--- config.mk ---
export PLATFORM = sky130hd
export DESIGN_NAME = cla_serial_word_adder
export DESIGN_NICKNAME = d
export VERILOG_FILES = /design/src/rtl/csa_pkg.sv /design/src/rtl/cla_adder_4.sv /design/src/rtl/cla_serial_word_adder.sv
export SDC_FILE = /design/constraint.sdc
export NUM_CORES = 1
export LEC_CHECK = 0
export ABC_AREA = 1
export BUFFER_PORTS_ARGS = -buffer_cell sky130_fd_sc_hd__buf_2
export CAP_MARGIN = 20
export CORE_UTILIZATION = 27
export CTS_BUF_LIST = sky130_fd_sc_hd__clkbuf_4 sky130_fd_sc_hd__clkbuf_8
export DETAILED_ROUTE_END_ITERATION = 10
export PLACE_DENSITY = 0.45
export RECOVER_POWER = 100
export SYNTH_ARGS = -nofsm -noshare
export SYNTH_HDL_FRONTEND = slang
export SYNTH_SLANG_ARGS = --single-unit
--- constraint.sdc ---
create_clock -name clk_in -period 1.7 [get_ports clk_in]
set_input_delay 0.425 -clock clk_in [delete_from_list [all_inputs] [get_ports clk_in]]
set_output_delay 0.425 -clock clk_in [all_outputs]
set_load 0.1 [all_outputs]
--- src/rtl/csa_pkg.sv ---
// Shared constants for the serial word adder: slice width and FSM encodings.
package csa_pkg;
    localparam int SLICE_W = 4;

    typedef enum logic [1:0] {
        ST_IDLE = 2'd0,
        ST_RUN  = 2'd1,
        ST_DONE = 2'd2
    } state_t;
endpackage

--- src/rtl/cla_adder_4.sv ---
// 4-bit carry-lookahead adder: {cout, sum} = a + b + c, purely combinational.
module cla_adder_4 (
    input  logic [3:0] a_in,
    input  logic [3:0] b_in,
    input  logic       c_in,
    output logic [4:0] sum_out
);
    logic [3:0] g_s;
    logic [3:0] p_s;
    logic [4:0] c_s;

    assign g_s = a_in & b_in;
    assign p_s = a_in ^ b_in;

    // Every carry is a flat sum of products of generate/propagate terms and c_in.
    assign c_s[0] = c_in;
    assign c_s[1] = g_s[0] | (p_s[0] & c_in);
    assign c_s[2] = g_s[1] | (p_s[1] & g_s[0]) | (p_s[1] & p_s[0] & c_in);
    assign c_s[3] = g_s[2] | (p_s[2] & g_s[1]) | (p_s[2] & p_s[1] & g_s[0])
                  | (p_s[2] & p_s[1] & p_s[0] & c_in);
    assign c_s[4] = g_s[3] | (p_s[3] & g_s[2]) | (p_s[3] & p_s[2] & g_s[1])
                  | (p_s[3] & p_s[2] & p_s[1] & g_s[0])
                  | (p_s[3] & p_s[2] & p_s[1] & p_s[0] & c_in);

    assign sum_out = {c_s[4], p_s ^ c_s[3:0]};
endmodule

--- src/rtl/cla_serial_word_adder.sv ---
// Multi-cycle wide adder: feeds one cla_adder_4 a 4-bit slice per clock, LSB first,
// holding the carry between cycles, and posts {cout,sum} with a one-cycle done pulse.
module cla_serial_word_adder
    import csa_pkg::*;
#(
    parameter int NUM_SLICES = 4
) (
    input  logic                              clk_in,
    input  logic                              rst_n_in,
    input  logic                              start_in,
    input  logic [SLICE_W*NUM_SLICES-1:0]     a_in,
    input  logic [SLICE_W*NUM_SLICES-1:0]     b_in,
    input  logic                              c_in,
    output logic                              busy_out,
    output logic                              done_out,
    output logic [SLICE_W*NUM_SLICES:0]       sum_out
);
    localparam int WORD_W = SLICE_W * NUM_SLICES;
    localparam int CNT_W  = $clog2(NUM_SLICES) + 1;
    localparam logic [CNT_W-1:0] LAST_CNT = CNT_W'(NUM_SLICES - 1);

    state_t              state_r;
    logic [WORD_W-1:0]   a_sh_r;
    logic [WORD_W-1:0]   b_sh_r;
    logic [WORD_W-1:0]   res_r;
    logic                carry_r;
    logic [CNT_W-1:0]    cnt_r;
    logic [4:0]          slice_sum_s;
    logic [WORD_W+3:0]   res_wide_s;
    logic [WORD_W-1:0]   res_next_s;

    cla_adder_4 u_cla (
        .a_in    (a_sh_r[SLICE_W-1:0]),
        .b_in    (b_sh_r[SLICE_W-1:0]),
        .c_in    (carry_r),
        .sum_out (slice_sum_s)
    );

    // Widening before the shift keeps the expression legal when WORD_W equals one slice.
    assign res_wide_s = {slice_sum_s[3:0], res_r};
    assign res_next_s = res_wide_s[WORD_W+3:4];

    // Control FSM, datapath shift registers and registered outputs.
    always_ff @(posedge clk_in or negedge rst_n_in) begin
        if (!rst_n_in) begin
            state_r  <= ST_IDLE;
            a_sh_r   <= '0;
            b_sh_r   <= '0;
            res_r    <= '0;
            carry_r  <= 1'b0;
            cnt_r    <= '0;
            busy_out <= 1'b0;
            done_out <= 1'b0;
            sum_out  <= '0;
        end else begin
            case (state_r)
                ST_IDLE: begin
                    done_out <= 1'b0;
                    if (start_in) begin
                        a_sh_r   <= a_in;
                        b_sh_r   <= b_in;
                        carry_r  <= c_in;
                        cnt_r    <= '0;
                        busy_out <= 1'b1;
                        state_r  <= ST_RUN;
                    end else begin
                        state_r  <= ST_IDLE;
                    end
                end
                ST_RUN: begin
                    done_out <= 1'b0;
                    res_r    <= res_next_s;
                    carry_r  <= slice_sum_s[4];
                    a_sh_r   <= a_sh_r >> SLICE_W;
                    b_sh_r   <= b_sh_r >> SLICE_W;
                    cnt_r    <= cnt_r + CNT_W'(1);
                    if (cnt_r == LAST_CNT) begin
                        state_r <= ST_DONE;
                    end else begin
                        state_r <= ST_RUN;
                    end
                end
                ST_DONE: begin
                    // carry_r/res_r hold the completed result here, so the post is never partial.
                    sum_out  <= {carry_r, res_r};
                    done_out <= 1'b1;
                    busy_out <= 1'b0;
                    state_r  <= ST_IDLE;
                end
                default: begin
                    done_out <= 1'b0;
                    busy_out <= 1'b0;
                    state_r  <= ST_IDLE;
                end
            endcase
        end
    end
endmodule
==> metrics list <==
* Outcome: finished, final reports clean
- Clock transition at the registers of the reported paths: roughly 80 ps
- Proportion of synthesized chip area in sequential cells: between 50% and 60%
* Static Leak: roughly 2.0 nW
- The clock net in this run drives a total of 73 sinks.
* Post-DP HPWL: between 4000 and 5000 µm
* Overflow after GRT: 0
- # diodes: 0
- Vias after detailed routing: between 2,000 and 3,000
* Critical path arrival: approximately 1200 ps
- Routability-driven placement finished with a final weighted congestion of a little over 0.7.
* Met1 Track Usage GR: 14.6%
- R2r setup slk: 240 ps
* Root buffer selected by CTS: sky130_fd_sc_hd__clkbuf_8
- Largest net degree at the start of global routing: 43
- Signed area change from the synthesized netlist to the final layout: 22.3%
* Top-level I/O count: 55
- After detailed routing, the total wire length is around 6500 µm.
- Via count of the first global-routing pass: roughly 2,600
- Family of cells with the greatest summed delay on the critical path: buffers and inverters
* Initial Utilization: between 20% and 30%
* Final Slew Violations: 0
* Setup repair after global routing missed its margin: no
- Count of endpoints failing hold in the final timing report: 0
- In this run the worst path has a maximum fanout of 2.
- In this run the cell area measured after placement is about 3700 µm².
* Clock latency at the later pin of the worst-skew pair: ~350 ps
* Global-route usage over all layers: a little under an eighth
* Met2 demand-to-capacity share in global routing: between 10% and 20%
- Worst path max stage delay: 470 ps
- After detailed routing, the number of remaining DRC violations is 0.
* Layout net count: between 400 and 500
- Worst hold slack after final layout: around 320 ps
- The floorplan step set the die height to about 110 µm.
* Worst r2r src: state_r[0]
* Clock tree skew after final layout: roughly 7.6 ps
- Critical R2R Capture: b_sh_r[5]
- First-pass GRT wire length: ~12,000 µm
- Power spread over the standard cell area amounts to approximately 2100 nW/µm².
* Endpoint kind of the worst setup timing path: primary output
- In the final routed layout, each cell accounts on average for roughly 11 µm.
- The tightest min-delay check is of the input pin to flop type.
- Mean number of vias per cell: roughly 4.3
* Met3 Usage GRT: between 3 and 4%
* Category of the most critical setup path: flop to primary output
* Critical path buffers and inverters: 1
* Tcrit/Tclk final: a little over nine tenths
- Fraction of layout cells with a size suffix above 1: 18.2%
- During placement, the flow inserted port buffers numbering 54.
- Peak supply drop: 1.35 mV
* Total die area: between 10,000 and 15,000 µm²
- Worst min-delay path startpoint: b_in[14]
* Fmax achieved: about 620 MHz
- Netlist area before placement: about 3200 µm²
* Worst Reg2Reg Path Length in Cells: 6
- The detailed router finished its first iteration with about 100 violations.
- For the pin with the worst max-slew slack, the measured transition is roughly 700 ps.
* Hold endpoint: b_sh_r[14]
* First-pass detailed-route iteration total: 4
- Measured along the x axis, the die boundary spans about 110 µm.
- Counting every instance in the synthesized netlist gives between 300 and 400.
- The tool flagged a number of max-cap violations equal to 0.
* Synthesized net count: 420
- The library cell used most frequently in the layout, excluding fill and tap cells, is sky130_fd_sc_hd__nand2_1.
- Critical path data required time: around 1300 ps
- Highest-count cells in the layout ignoring fill and taps: 117 x sky130_fd_sc_hd__nand2_1, 73 x sky130_fd_sc_hd__dfrtp_1, 67 x sky130_fd_sc_hd__o21ai_0
- For the finished layout, the period the worst path requires is 1610 ps.
* Number of failing setup endpoints in the final timing report: 0
- Among all stages on the critical path, the largest delay is contributed by sky130_fd_sc_hd__clkbuf_2.
- After layout, the worst setup slack is a little under 90 ps.
* Mean area per synthesized cell: 8.48 µm²
* Number of antenna violations at the first check in global routing: 0
* CP Cell Sequence: clkbuf_2
- During synthesis, Yosys emitted a total of 0 warnings.
- Number of antenna-violating nets in the routed design: 0
- The worst pin sits at a relative slew slack of between 50% and 60%.
- Cell count of the worst hold path: 3
- For the final routed database, the setup TNS stands at 0 ps.
- The floorplan has 39 rows.
- In this run the number of H-tree levels came out at 3.
* Worst slack after detailed placement: approximately 280 ps
* Maximum clock insertion buffer count: 2
- Summing all non-filler instances in the final layout gives an area of approximately 4000 µm².
* Layer with the highest usage: met2
- TritonCTS built the clock tree.
- STA classifies the critical path startpoint as a flop.
- Clock tree synthesis inserted a total of 9 buffers.
- The floorplan step defined a core boundary enclosing between 10,000 and 15,000 µm².
- Yosys reg bits: 73
- Fillers: ~1,200
- The synthesized netlist contains 21 unique library cells.
[cell usage after synthesis]
library cell	n	share of area [%]
sky130_fd_sc_hd__xor2_1	1	0.27
sky130_fd_sc_hd__inv_1	47	5.5
sky130_fd_sc_hd__nand2_1	117	14
sky130_fd_sc_hd__nand3_1	11	1.7
sky130_fd_sc_hd__o22ai_1	1	0.20
sky130_fd_sc_hd__nand4_1	2	0.39
sky130_fd_sc_hd__or2_2	1	0.20
sky130_fd_sc_hd__o21ai_1	30	4.7
sky130_fd_sc_hd__nor2_1	11	1.3
sky130_fd_sc_hd__fa_1	1	0.63
sky130_fd_sc_hd__clkbuf_1	11	1.3
sky130_fd_sc_hd__inv_2	2	0.23
sky130_fd_sc_hd__dfrtp_1	73	57
sky130_fd_sc_hd__a21oi_1	1	0.16
sky130_fd_sc_hd__buf_2	5	0.78
sky130_fd_sc_hd__ha_1	6	2.3
sky130_fd_sc_hd__o21bai_1	1	0.23
sky130_fd_sc_hd__buf_4	3	0.70
sky130_fd_sc_hd__a22o_1	1	0.27
sky130_fd_sc_hd__o21ai_0	51	8.0
sky130_fd_sc_hd__nor2_2	1	0.20
[registers in the layout, indices dropped and copies added (netlist names)]
| signal | count |
|---|---|
| sum_out | 17 |
| b_sh_r | 16 |
| done_out | 1 |
| carry_r | 1 |
| cnt_r | 3 |
| state_r | 2 |
| res_r | 16 |
| a_sh_r | 16 |
| busy_out | 1 |
[where the power goes]
| group | internal [mW] | total (mW) | switching, mW |
|---|---|---|---|
| combinational | 1.07 | 4.06 | 2.99 |
| sequential | 2.47 | 2.79 | 0.323 |
| clock | 0.901 | 1.55 | 0.647 |
| total | 4.44 | 8.40 | 3.96 |
[worst max path at each step]
stage | cells after the start | to | start | slack (ps)
after global placement | 4 | res_r[14] | a_sh_r[1] | 280
final | 1 | sum_out[16] | sum_out[16] | 90
after CTS | 1 | sum_out[16] | sum_out[16] | 110
after global routing | 6 | sum_out[4] | state_r[1] | 40
after detailed placement | 6 | b_sh_r[10] | start_in | 280
after floorplan | 4 | res_r[14] | a_sh_r[1] | 360
[through the flow]
stage / instances / total power [mW] / utilization, %
CTS: 582 / 8.63 / 34.3
finish: 582 / 8.40 / 34.1
global route: 582 / 9.16 / 34.1
floorplan: 377 / 6.08 / -
detailed placement: 565 / 7.04 / 32.3
global placement: 565 / 7.01 / 32.3
[per-layer routing]
metal | vias to the layer above | routed length [µm]
li1 | 1295 | -
met1 | 1156 | 3140
met2 | 49 | 2970
met3 | 8 | 278
met4 | 0 | 92
met5 | - | 0
[timing repair]
item / in CTS / in global routing
hold buffers: 1 / 0
gates resized for setup: 0 / 0
buffers inserted: 0 / 0
endpoints found under the hold margin: 25 / 0
[final cells by class]
type | instances | area, µm² | area share [%]
Tap cell | 143 | 179 | 4.58
Inverter | 49 | 184 | 4.70
Clock inverter | 5 | 77.6 | 1.98
Sequential cell | 73 | 1830 | 46.7
Clock buffer | 11 | 151 | 3.87
Multi-Input combinational cell | 236 | 1090 | 28.0
Timing Repair Buffer | 65 | 397 | 10.1
[cell families (layout without fill, tap and decap cells)]
kind of cell,count (synthesis),in the layout,synth area share (%)
compound gates,85,85,13.5
xor+xnor,1,1,0.274
fa+ha+maj,7,7,2.97
buf+inv,68,130,8.53
flops,73,73,57.1
simple gates,143,143,17.5
Power figures use the tool's default switching activity.
